===== config.mk =====
export PLATFORM = sky130hd
export DESIGN_NAME = sub512_seq
export DESIGN_NICKNAME = d
export VERILOG_FILES = /design/src/rtl/sub512_seq.sv
export SDC_FILE = /design/constraint.sdc
export NUM_CORES = 2
export LEC_CHECK = 0
export CAP_MARGIN = 40
export CORE_AREA = 10 10 588 590
export CTS_BUF_LIST = sky130_fd_sc_hd__clkbuf_16
export CTS_CLUSTER_DIAMETER = 200
export DETAILED_ROUTE_END_ITERATION = 10
export DIE_AREA = 0 0 598 600
export GPL_TIMING_DRIVEN = 0
export HOLD_SLACK_MARGIN = 0.02
export PLACE_DENSITY = 0.43
export SKIP_CTS_REPAIR_TIMING = 1
export SYNTH_ARGS = -nofsm -noshare
export SYNTH_HDL_FRONTEND = slang
export SYNTH_SLANG_ARGS = --single-unit
export TNS_END_PERCENT = 5

===== constraint.sdc =====
create_clock -name clk -period 6.7 [get_ports clk]
set_input_delay 0.67 -clock clk [delete_from_list [all_inputs] [get_ports clk]]
set_output_delay 0.67 -clock clk [all_outputs]
set_load 0.01 [all_outputs]

===== src/rtl/sub512_seq.sv =====
// Sequential W-bit subtractor: D = A - B - Bin, one SLICE-bit lookahead adder
// reused over NSLICE cycles, with valid/ready handshakes on input and output.
module sub512_seq #(
    parameter int W      = 512,
    parameter int SLICE  = 64,
    parameter int NSLICE = W / SLICE
) (
    input  logic         clk,
    input  logic         rst_n,
    input  logic         in_valid,
    output logic         in_ready,
    input  logic [W-1:0] A,
    input  logic [W-1:0] B,
    input  logic         Bin,
    output logic         out_valid,
    input  logic         out_ready,
    output logic [W-1:0] D,
    output logic         Bout,
    output logic         Z
);

    localparam int IW = (NSLICE > 1) ? $clog2(NSLICE) : 1;

    typedef enum logic [1:0] {IDLE, RUN, DONE} state_t;

    state_t          state, state_next;
    logic [W-1:0]    a_reg, b_reg;
    logic            carry;
    logic            zacc;
    logic [IW-1:0]   idx;
    logic [SLICE-1:0] a_s, b_s, slice_sum;
    logic            slice_cout;
    logic            last;

    // Parallel-prefix (Kogge-Stone) adder: carry-in folded into bit 0's generate.
    function automatic logic [SLICE:0] cla_add(input logic [SLICE-1:0] x,
                                                input logic [SLICE-1:0] y,
                                                input logic             cin);
        logic [SLICE-1:0] g, p, gk, pk;
        logic [SLICE:0]   c;
        g     = x & y;
        p     = x ^ y;
        gk    = g;
        pk    = p;
        gk[0] = g[0] | (p[0] & cin);
        for (int d = 1; d < SLICE; d = d * 2) begin
            // Descending so gk[i-d] still holds the previous level's value.
            for (int i = SLICE - 1; i >= d; i--) begin
                gk[i] = gk[i] | (pk[i] & gk[i-d]);
                pk[i] = pk[i] & pk[i-d];
            end
        end
        c[0]       = cin;
        c[SLICE:1] = gk;
        return {c[SLICE], p ^ c[SLICE-1:0]};
    endfunction

    assign a_s  = a_reg[idx*SLICE +: SLICE];
    assign b_s  = b_reg[idx*SLICE +: SLICE];
    assign last = (idx == IW'(NSLICE - 1));
    assign {slice_cout, slice_sum} = cla_add(a_s, ~b_s, carry);

    // Handshake outputs depend on state only.
    assign in_ready  = (state == IDLE);
    assign out_valid = (state == DONE);

    always_ff @(posedge clk or negedge rst_n) begin
        if (!rst_n) begin
            state <= IDLE;
        end else begin
            state <= state_next;
        end
    end

    always_comb begin
        // NOTE: every variable gets a default before the case, so no path
        // leaves it unassigned and no latch is inferred.
        state_next = state;
        case (state)
            IDLE:    if (in_valid)  state_next = RUN;
            RUN:     if (last)      state_next = DONE;
            DONE:    if (out_ready) state_next = IDLE;
            default:                state_next = IDLE;
        endcase
    end

    // NOTE: sequential state uses non-blocking assignments so every register
    // samples pre-edge values regardless of statement order.
    always_ff @(posedge clk or negedge rst_n) begin
        if (!rst_n) begin
            // NOTE: operand and result registers are plain flops, not RAM,
            // so they are cleared by reset along with the control state.
            a_reg <= '0;
            b_reg <= '0;
            carry <= 1'b0;
            zacc  <= 1'b0;
            idx   <= '0;
            D     <= '0;
            Bout  <= 1'b0;
            Z     <= 1'b0;
        end else begin
            case (state)
                IDLE: begin
                    if (in_valid) begin
                        a_reg <= A;
                        b_reg <= B;
                        carry <= ~Bin;
                        idx   <= '0;
                        zacc  <= 1'b0;
                    end
                end
                RUN: begin
                    D[idx*SLICE +: SLICE] <= slice_sum;
                    carry <= slice_cout;
                    zacc  <= zacc | (|slice_sum);
                    idx   <= idx + 1'b1;
                    if (last) begin
                        Bout <= ~slice_cout;
                        Z    <= ~(zacc | (|slice_sum));
                    end
                end
                default: ;
            endcase
        end
    end

endmodule


==> results.sh <==
export IMPL_setup_tns_ns=0
export IMPL_synth_enable_flop_cells=0
export IMPL_clock_latency_ns=0.87
export IMPL_worst_pin_slew_ns=1.10
export IMPL_area_growth_pct=43.9
export IMPL_synth_nets=8684
export IMPL_cp_data_required_time_ns=7.45
export IMPL_nNetsFinal=10600
export IMPL_dieArea_um2=359000
export IMPL_antenna_left=0
export IMPL_fin_ws_ns=0.0175
export IMPL_yosysWarnings=0
export IMPL_hold_start="B[470]"
export IMPL_cpMaxStageDelayCell="or4_4"
export IMPL_grt_pass1_wl_um=624000
export IMPL_use_met2_pct=46.9
export IMPL_cts_buffers_inserted=195
export IMPL_min_delay_worst_endpoint="b_reg[470]"
export IMPL_cp_start_kind="flip-flop"
export IMPL_holdWs_ns=0.329
export IMPL_final_seq_area_um2=38700
export IMPL_first_pass_iters=8
export IMPL_yosys_register_bits=1545
export IMPL_cts_buffer_depth=4
export IMPL_row_count=212
export IMPL_timing_critical_path_max_delay_family="simple AND/OR/NAND/NOR gates"
export IMPL_port_buffers=1544
export IMPL_worst_setup_path_end_kind="flip-flop"
export IMPL_grt_usage_pct=25.4
export IMPL_syn_area_um2=69800
export IMPL_final_max_slew_viol_count=0
export IMPL_wl_um=473000
export IMPL_critPathArrivalTime_ns=7.44
export IMPL_routedWlPerCell_um=33.6
export IMPL_setup_viol=0
export IMPL_reg2reg_to="zacc"
export IMPL_core_area_um2=333000
export IMPL_synthArstFlopShare_pct=100
export IMPL_min_period_ns=6.68
export IMPL_cp_num_buf_inv=8
export IMPL_cp_common_cell="nand2_1"
export IMPL_cts_htree_levels=4
export IMPL_max_slew_margin_pct=26.5
export IMPL_layout_drive_gt1_share_pct=9.80
export IMPL_clkTransAtPathRegs_ns=0.06
export IMPL_synth_main_ff_cell="dfrtp_1"
export IMPL_vias_per_cell=4.59
export IMPL_min_period_over_period_pct=99.7
export IMPL_cp_max_fo=10
export IMPL_grt_pass1_vias=68200
export IMPL_fillerInstances=35200
export IMPL_place_ws_ns=-2.98
export IMPL_outcome="finished, final reports clean"
export IMPL_synth_distinct_cells=89
export IMPL_skew_ns=0.0504
export IMPL_drc=0
export IMPL_cp_cell_sequence="buf_12, buf_8, buf_2, buf_6, mux4_2, nand2_1, nand2_1, ha_1, buf_2, nand2_1, nor2_1, o2111a_2, o41ai_4, buf_4, xnor2_4, buf_8, nand4b_1, or4_4, nor4_4, nand4_1, buf_4, a21o_1"
export IMPL_fmax_mhz=150
export IMPL_antenna_found_initial=174
export IMPL_drt_iter0_markers=4637
export IMPL_ys_seq_area_share_pct=55.4
export IMPL_start_util_pct=21.0
export IMPL_fin_util_pct=30.2
export IMPL_use_met1_pct=28.7
export IMPL_multi_input_area_um2=29900
export IMPL_grt_busiest_layer="met2"
export IMPL_clock_tree_root_cell="clkbuf_16"
export IMPL_hold_violations=0
export IMPL_critPathKind="flip-flop to flip-flop"
export IMPL_worstReg2RegStart="idx[0]"
export IMPL_avgSynthCellArea_um2=9.21
export IMPL_die_h_um=600
export IMPL_grt_start_max_net_pins=163
export IMPL_r2r_slack_ns=0.02
export IMPL_hp_class="input port to flip-flop"
export IMPL_die_w_um=598
export IMPL_dp_hpwl_um=403000
export IMPL_critPathMaxStageDelay_ns=0.61
export IMPL_ios=1545
export IMPL_max_cap_violations=0
export IMPL_via_count=64600
export IMPL_cts_sinks=1545
export IMPL_overflow=0
export IMPL_cts_tree="yes"
export IMPL_met3_usage_pct=5.12
export IMPL_grt_setup_unrepaired="true"
export IMPL_syn_inst=7583
export IMPL_place_congestion=0.940
export IMPL_reg2reg_depth=22
export IMPL_worstHoldPathCells=3
[placed cells by master (no fill, tap or decap), types with 74 or more instances in the layout]
master	Yosys	routed
a21oi_1	94	75
clkbuf_1	402	354
dfrtp_1	1545	1544
clkbuf_16	0	198
nor2_1	76	74
clkdlybuf4s50_1	0	1543
mux4_2	256	256
nand2_1	4036	4028
o21ai_0	454	451
[Yosys cell counts, types with 12 or more instances]
cell type	count	share of area [%]
o31ai_1	72	0.77
nand2_1	4036	22
mux4_2	256	8.3
o21ai_1	13	0.093
a211oi_1	12	0.13
o21a_1	22	0.24
xor2_1	28	0.35
nor3_1	23	0.16
a21oi_1	94	0.67
a21o_1	26	0.28
ha_1	70	1.3
o21ai_0	454	3.3
dfrtp_1	1545	55
nand4_1	35	0.31
mux2_2	24	0.39
buf_2	17	0.12
xnor2_1	24	0.30
buf_1	50	0.27
nand3_1	25	0.18
nand2b_1	17	0.15
mux2i_1	65	0.93
nor2_1	76	0.41
and3_1	12	0.11
or3_1	13	0.12
clkbuf_1	402	2.2
[metrics by stage]
| stage | cells | instance area (um^2) |
|---|---|---|
| floorplan | 7583 | 69800 |
| global placement | 13500 | 90800 |
| detailed placement | 13700 | 93200 |
| CTS | 14000 | 99600 |
| global route | 14100 | 100000 |
| finish | 14100 | 101000 |
[logic make-up (layout without fill, tap and decap cells)]
family | after synthesis | count (layout) | synth area share [%]
AO/OA/AOI/OAI | 777 | 777 | 6.55
XOR/XNOR | 54 | 54 | 0.699
adder cells (fa/ha/maj) | 72 | 72 | 1.31
buffers and inverters | 485 | 2545 | 2.66
flip-flops | 1545 | 1545 | 55.4
multiplexers | 345 | 345 | 9.57
other | 0 | 52 | 0
AND/OR/NAND/NOR | 4305 | 4305 | 23.9
[final cells by class]
cell class	count	area share, %
diodes	52	0.129
plain buffers	468	2.03
clock buffers	198	4.93
clock inverters	150	1.51
inverters	12	0.0448
multi-input cells	5553	29.7
flip-flops and latches	1545	38.5
well taps	4387	5.46
repair buffers	1717	17.7
[metal layers]
metal | part of all wire [%] | vias to the layer above | routed length, um
met1 | 38 | 32700 | 178000
met5 | 0.11 | - | 511
met2 | 52 | 2361 | 246000
li1 | - | 28700 | -
met4 | 4.5 | 80 | 21200
met3 | 5.8 | 711 | 27300
[worst register-to-register path, cell delays in order (launching register included)]
cell	delay, ns
dfrtp_2	0.43
buf_12	0.21
buf_8	0.31
buf_2	0.32
buf_6	0.18
mux4_2	0.54
nand2_1	0.10
nand2_1	0.34
ha_1	0.46
buf_2	0.24
nand2_1	0.15
nor2_1	0.44
o2111a_2	0.45
o41ai_4	0.12
buf_4	0.18
xnor2_4	0.32
buf_8	0.21
nand4b_1	0.11
or4_4	0.61
nor4_4	0.35
nand4_1	0.15
buf_4	0.19
a21o_1	0.19
[worst max-delay path by stage]
stage                 from         end  slack [ns]  cells past startpoint
finish              idx[0]        zacc        0.02                     22
floorplan           idx[0]        zacc        1.17                     19
global route        idx[0]        zacc       -0.15                     23
global placement     rst_n  a_reg[311]      -70.47                      1
detailed placement  idx[0]        zacc       -2.98                     20
CTS                 idx[0]        zacc       -2.99                     20
Power is left out: the tool's default activity adds up to more than one toggle a clock period on the data nets, which glitch-free logic cannot reach.
